--- config.mk ---
export PLATFORM = sky130hd
export DESIGN_NAME = rx_packet_ctrl
export DESIGN_NICKNAME = d
export VERILOG_FILES = /design/src/rtl/rx_packet_ctrl.sv
export SDC_FILE = /design/constraint.sdc
export NUM_CORES = 1
export LEC_CHECK = 0
export ABC_AREA = 1
export BUFFER_PORTS_ARGS = -buffer_cell sky130_fd_sc_hd__buf_2
export CELL_PAD_IN_SITES_DETAIL_PLACEMENT = 1
export CELL_PAD_IN_SITES_GLOBAL_PLACEMENT = 1
export CORE_AREA = 2 2 122 124
export CTS_CLUSTER_DIAMETER = 150
export DETAILED_ROUTE_END_ITERATION = 8
export DIE_AREA = 0 0 124 126
export HOLD_SLACK_MARGIN = 0.08
export PLACE_DENSITY = 0.85
export SETUP_SLACK_MARGIN = 0.5
export SYNTH_ARGS = -nofsm -noshare
export SYNTH_HDL_FRONTEND = slang
export SYNTH_SLANG_ARGS = --single-unit
export TNS_END_PERCENT = 20
--- constraint.sdc ---
create_clock -name i_Clock -period 3.85 [get_ports i_Clock]
set_clock_uncertainty 0.15 [all_clocks]
set_input_delay 0.385 -clock i_Clock [delete_from_list [all_inputs] [get_ports i_Clock]]
set_output_delay 0.385 -clock i_Clock [all_outputs]
set_load 0.1 [all_outputs]
--- src/rtl/rx_packet_ctrl.sv ---
// Command-frame receiver behind a UART byte stream: SYNC, OPCODE, LEN, DATA[], CHK.
// Validated frames are held on a valid/ready output; protocol faults raise a one-cycle error pulse.
module rx_packet_ctrl #(
    parameter int          CLKS_PER_BIT = 434,
    parameter logic [7:0]  SYNC_BYTE    = 8'hA5,
    parameter int          MAX_LEN      = 8
) (
    input  logic                   i_Clock,
    input  logic                   i_Rst,
    input  logic                   i_RX_DV,
    input  logic [7:0]             i_RX_Byte,
    output logic                   o_Cmd_Valid,
    input  logic                   i_Cmd_Ready,
    output logic [7:0]             o_Cmd_Opcode,
    output logic [3:0]             o_Cmd_Len,
    output logic [8*MAX_LEN-1:0]   o_Cmd_Data,
    output logic                   o_Err,
    output logic [1:0]             o_Err_Code,
    output logic                   o_Busy,
    output logic [2:0]             dbg_state
);

    typedef enum logic [2:0] {
        S_IDLE   = 3'd0,
        S_OPCODE = 3'd1,
        S_LEN    = 3'd2,
        S_DATA   = 3'd3,
        S_CHK    = 3'd4,
        S_HOLD   = 3'd5
    } state_t;

    localparam int              TO_LIMIT  = 20 * CLKS_PER_BIT;
    localparam int              TCW       = $clog2(TO_LIMIT);
    localparam logic [TCW-1:0]  TO_LAST   = TCW'(TO_LIMIT - 1);
    localparam logic [7:0]      MAX_LEN_B = 8'(MAX_LEN);

    localparam logic [1:0] ERR_OVERRUN  = 2'd0;
    localparam logic [1:0] ERR_CHECKSUM = 2'd1;
    localparam logic [1:0] ERR_TIMEOUT  = 2'd2;
    localparam logic [1:0] ERR_BAD_LEN  = 2'd3;

    state_t               state;
    state_t               state_next;
    logic [TCW-1:0]       tcnt;
    logic [7:0]           opcode_q;
    logic [3:0]           len_q;
    logic [3:0]           idx_q;
    logic [7:0]           sum_q;
    logic [8*MAX_LEN-1:0] data_q;
    logic                 err_q;
    logic [1:0]           err_code_q;
    logic                 err_next;
    logic [1:0]           code_next;
    logic                 timed;
    logic                 timeout_hit;

    // Handshake: the command transfers on any cycle where o_Cmd_Valid and i_Cmd_Ready
    // are both high; until then valid stays high and opcode/len/data do not change.
    assign o_Cmd_Valid  = (state == S_HOLD);
    assign o_Busy       = (state != S_IDLE);
    assign o_Cmd_Opcode = opcode_q;
    assign o_Cmd_Len    = len_q;
    assign o_Cmd_Data   = data_q;
    assign o_Err        = err_q;
    assign o_Err_Code   = err_code_q;
    assign dbg_state    = state;

    assign timed       = (state == S_OPCODE) || (state == S_LEN) ||
                         (state == S_DATA)   || (state == S_CHK);
    assign timeout_hit = timed && !i_RX_DV && (tcnt == TO_LAST);

    always_ff @(posedge i_Clock or posedge i_Rst) begin
        if (i_Rst) begin
            state <= S_IDLE;
        end else begin
            state <= state_next;
        end
    end

    always_comb begin
        state_next = state;
        err_next   = 1'b0;
        code_next  = 2'd0;
        case (state)
            S_IDLE: begin
                if (i_RX_DV && (i_RX_Byte == SYNC_BYTE)) begin
                    state_next = S_OPCODE;
                end
            end
            S_OPCODE: begin
                if (i_RX_DV) begin
                    state_next = S_LEN;
                end else if (timeout_hit) begin
                    state_next = S_IDLE;
                    err_next   = 1'b1;
                    code_next  = ERR_TIMEOUT;
                end
            end
            S_LEN: begin
                if (i_RX_DV) begin
                    if (i_RX_Byte > MAX_LEN_B) begin
                        state_next = S_IDLE;
                        err_next   = 1'b1;
                        code_next  = ERR_BAD_LEN;
                    end else if (i_RX_Byte == 8'd0) begin
                        state_next = S_CHK;
                    end else begin
                        state_next = S_DATA;
                    end
                end else if (timeout_hit) begin
                    state_next = S_IDLE;
                    err_next   = 1'b1;
                    code_next  = ERR_TIMEOUT;
                end
            end
            S_DATA: begin
                if (i_RX_DV) begin
                    if (idx_q == (len_q - 4'd1)) begin
                        state_next = S_CHK;
                    end
                end else if (timeout_hit) begin
                    state_next = S_IDLE;
                    err_next   = 1'b1;
                    code_next  = ERR_TIMEOUT;
                end
            end
            S_CHK: begin
                if (i_RX_DV) begin
                    if (i_RX_Byte == sum_q) begin
                        state_next = S_HOLD;
                    end else begin
                        state_next = S_IDLE;
                        err_next   = 1'b1;
                        code_next  = ERR_CHECKSUM;
                    end
                end else if (timeout_hit) begin
                    state_next = S_IDLE;
                    err_next   = 1'b1;
                    code_next  = ERR_TIMEOUT;
                end
            end
            S_HOLD: begin
                // A byte arriving in the transfer cycle is treated as the first IDLE byte.
                if (i_Cmd_Ready) begin
                    if (i_RX_DV && (i_RX_Byte == SYNC_BYTE)) begin
                        state_next = S_OPCODE;
                    end else begin
                        state_next = S_IDLE;
                    end
                end else if (i_RX_DV) begin
                    err_next  = 1'b1;
                    code_next = ERR_OVERRUN;
                end
            end
            default: begin
                state_next = S_IDLE;
            end
        endcase
    end

    always_ff @(posedge i_Clock or posedge i_Rst) begin
        if (i_Rst) begin
            tcnt       <= '0;
            opcode_q   <= '0;
            len_q      <= '0;
            idx_q      <= '0;
            sum_q      <= '0;
            data_q     <= '0;
            err_q      <= 1'b0;
            err_code_q <= 2'd0;
        end else begin
            err_q      <= err_next;
            err_code_q <= code_next;
            // Restarts on every byte and on every state change, including timeout exit.
            if (timed && !i_RX_DV && (state_next == state)) begin
                tcnt <= tcnt + 1'b1;
            end else begin
                tcnt <= '0;
            end
            case (state)
                S_OPCODE: begin
                    if (i_RX_DV) begin
                        opcode_q <= i_RX_Byte;
                        sum_q    <= i_RX_Byte;
                    end
                end
                S_LEN: begin
                    if (i_RX_DV && (i_RX_Byte <= MAX_LEN_B)) begin
                        len_q <= i_RX_Byte[3:0];
                        sum_q <= sum_q + i_RX_Byte;
                        idx_q <= 4'd0;
                        for (int k = 0; k < MAX_LEN; k++) begin
                            if (8'(k) >= i_RX_Byte) begin
                                data_q[8*k +: 8] <= 8'd0;
                            end
                        end
                    end
                end
                S_DATA: begin
                    if (i_RX_DV) begin
                        data_q[8*int'(idx_q) +: 8] <= i_RX_Byte;
                        sum_q <= sum_q + i_RX_Byte;
                        idx_q <= idx_q + 4'd1;
                    end
                end
                default: begin
                end
            endcase
        end
    end

endmodule

==> summary.md <==
| Metric | Value |
|---|---|
| Layout cell share with drive strength beyond 1 | `21.4%` |
| Synthesized cell area | `5910 um2` |
| Setup violators final | `0` |
| Total clock buffers created by CTS | `9` |
| Chip Width | `124 um` |
| PD cells | `379 nW/um2` |
| Fin Hold WS | `100 ps` |
| Most frequent cells in the layout | `221 x nand2_1, 107 x dfrtp_1, 95 x buf_2` |
| Clock sinks | `108` |
| CTS H-tree depth | `3` |
| Crit-path slowest cell | `dfrtp_2` |
| Buffers on Ports | `95` |
| Unrepaired setup endpoints after global routing | `false` |
| Flops & latches, synth | `108` |
| Fillers | `1824` |
| # hold bufs at CTS | `0` |
| GP Congestion | `0.938` |
| Clock share of power | `35.2%` |
| Die height | `126 um` |
| Wirelength per Cell | `16.5 um` |
| Outcome | `completed` |
| Count of cell types in the netlist | `49` |
| Switch share | `31.9%` |
| I/O pins | `96` |
| Crit path cell chain | `inv_1 > ha_1 > nand3_2 > inv_2 > nor2_2 > nand2_1 > nor2_2 > nand2_1 > nor2_4 > o21ai_1 > nor2_2 > nand3_1 > nand2_1` |
| CP arrival | `3020 ps` |
| RR Startpoint | `idx_q[0]$_DFFE_PP0P_` |
| Synth warnings | `0` |
| Vias | `5250` |
| Via density | `5.15` |
| CP Capture Type | `flip-flop` |
| Full die area | `15600 um2` |
| Cell internal pwr | `1.76 mW` |
| Comb pwr share | `17.9%` |
| Seq pwr share | `46.9%` |
| Starting Density | `41.3%` |
| CP required | `4000 ps` |
| Hpwl dp | `12.5 mm` |
| Peak VDD IR | `0.217 mV` |
| Mapped Cells | `736` |
| Sequential-to-total area share from yosys stat | `45.7%` |
| Worst Tran Pin Value | `1010 ps` |
| CTS clk-pin slew, worst paths | `80 ps` |
| Clk_lat worst skew | `360 ps` |
| R2R Path End | `o_Cmd_Data[27]$_DFFE_PP0P_` |
| Vias in the first global route | `5297` |
| Tot GR Track Use | `22.8%` |
| Fmax | `0.348 GHz` |
| Syn_area_per_cell | `8.03 um2` |
| Sw power | `825 uW` |
| Most common cell after layout, fill and taps aside | `nand2_1` |
| Pre-antenna DRT Iters | `4` |
| Share of flip-flops with an asynchronous set or reset | `100%` |
| WL final | `16.8 mm` |
| Post-place instance area | `6550 um2` |
| Clock Tree Buf Depth | `2` |
| Layout Nets | `856` |
| Rows | `44` |
| Number of antenna violations at the first check in global routing | `0` |
| Starting DRT DRC Count | `266` |
| Hold Path Class | `in2async` |
| Worst r2r path cells | `13` |
| Post-synth EDFFs | `0` |
| Syn_nets | `761` |
| Tcrit/Tclk final | `74.5%` |
| Max-slew violation count | `0` |
| Internal reg-to-reg setup slack | `980 ps` |
| CTS Root Cell | `clkbuf_16` |
| Tmin final | `2870 ps` |
| Crit path launch type | `flip-flop` |
| Final Cell Area | `6840 um2` |
| DR DRC count | `0` |
| Max capacitance violation total | `0` |
| Ys flop type | `dfrtp_1` |
| Final TNS setup | `0 ps` |
| Core ar. | `14300 um2` |
| Antenna Cells | `0` |
| Largest net degree at the start of global routing | `47` |
| Crit path from | `idx_q[0]$_DFFE_PP0P_` |
| LEAKAGE | `3.45 nW` |
| CTS tree | `built` |
| Area growth syn-to-layout | `15.7%` |
| Final-report hold violation count | `0` |
| Setup Buffers After CTS | `0` |
| Critical Path Fanout Max | `17` |
| CTS resizes | `0` |
| Crit path kind | `reg2reg` |
| Slowest cell delay on critical path | `510 ps` |
| Rel. slew slack | `32.5%` |
| Overflow after GRT | `0` |
| Global-route wire length before repair | `27.5 mm` |
| DRT antenna net count | `0` |
==> logic make-up after synthesis <==
| logic type | after synthesis | share of synthesized area, % |
|---|---|---|
| xor gates and xnor gates | 17 | 2.52 |
| AOI/OAI and AO/OA | 93 | 9.70 |
| DFF | 108 | 45.7 |
| buffers and inverters | 91 | 6.67 |
| and+or+nand+nor | 414 | 32.5 |
| adders and majority gates | 13 | 2.88 |
==> worst max-delay path by stage <==
stage	end	slack (ps)
6_report	o_Cmd_Data[27]$_DFFE_PP0P_	980
5_1_grt	o_Cmd_Data[27]$_DFFE_PP0P_	640
4_1_cts	o_Cmd_Data[27]$_DFFE_PP0P_	860
3_5_place_dp	o_Cmd_Data[58]$_DFFE_PP0P_	890
3_3_place_gp	o_Cmd_Data[24]$_DFFE_PP0P_	1050
2_1_floorplan	tcnt[5]$_DFF_PP0_	800
==> worst max-delay path: cells and delay by family (launching register included) <==
kind | cells | cell delay (ps)
buf+inv | 2 | 380
simple gates | 9 | 1340
fa+ha+maj | 1 | 310
flops | 1 | 510
compound gates | 1 | 110
==> power by group through the flow <==
stage | Clock [mW] | Combinational [mW] | Sequential [mW]
global route | 0.976 | 0.518 | 1.22
CTS | 0.923 | 0.466 | 1.21
floorplan | 0 | 0.298 | 1.29
finish | 0.910 | 0.464 | 1.21
detailed placement | 0 | 0.465 | 1.23
global placement | 0 | 0.448 | 1.23
==> through the flow <==
stage	utilization [%]	power, mW	std cells	setup slack [ps]
floorplan	-	1.59	736	798
global placement	45.8	1.68	1004	1050
detailed placement	45.8	1.70	1004	889
CTS	47.8	2.60	1020	857
global route	47.8	2.71	1020	642
finish	47.8	2.59	1020	980
==> cell type report <==
type,count,area [um2],share of cell area [%]
clock buffers,9,225,3.29
clock inverters,7,57.6,0.842
inverters,78,304,4.45
multi-input cells,537,2810,41.1
flip-flops and latches,108,2700,39.5
well taps,184,230,3.37
repair buffers,97,503,7.36
==> cells in the mapped netlist, drive strengths merged, types with 2 or more instances <==
master	number	share of area (%)
or2	2	0.21
xor2	10	1.5
o221ai	3	0.66
clkbuf	3	0.19
a31oi	2	0.21
xnor2	7	1.0
ha	12	2.5
o211ai	2	0.49
nand3	53	4.7
nand4	7	0.74
nor3	29	2.5
inv	78	5.1
o31ai	8	1.0
nor2	89	8.4
dfrtp	108	46
a21oi	19	1.6
o21ai	52	4.5
nand2	230	15
buf	10	1.4
==> per-layer routing <==
metal  vias up  global-route usage, %  share of wire [%]  routed length (um)
li1       2567                      -                  -                   -
met2        88                   37.5                 48                8140
met5         -                      0                  0                   0
met3        20                   3.71                3.2                 539
met4         0                   7.27                1.9                 313
met1      2575                   30.7                 47                7830
==> flip-flops by register name, summed over array words and instances, names as in the netlist <==
register      count
tcnt             14
o_Cmd_Data       64
idx_q             4
sum_q             8
o_Cmd_Opcode      8
dbg_state         3
o_Err             1
o_Err_Code        2
o_Cmd_Len         4
Note: power is estimated with default switching activity, not from simulation.
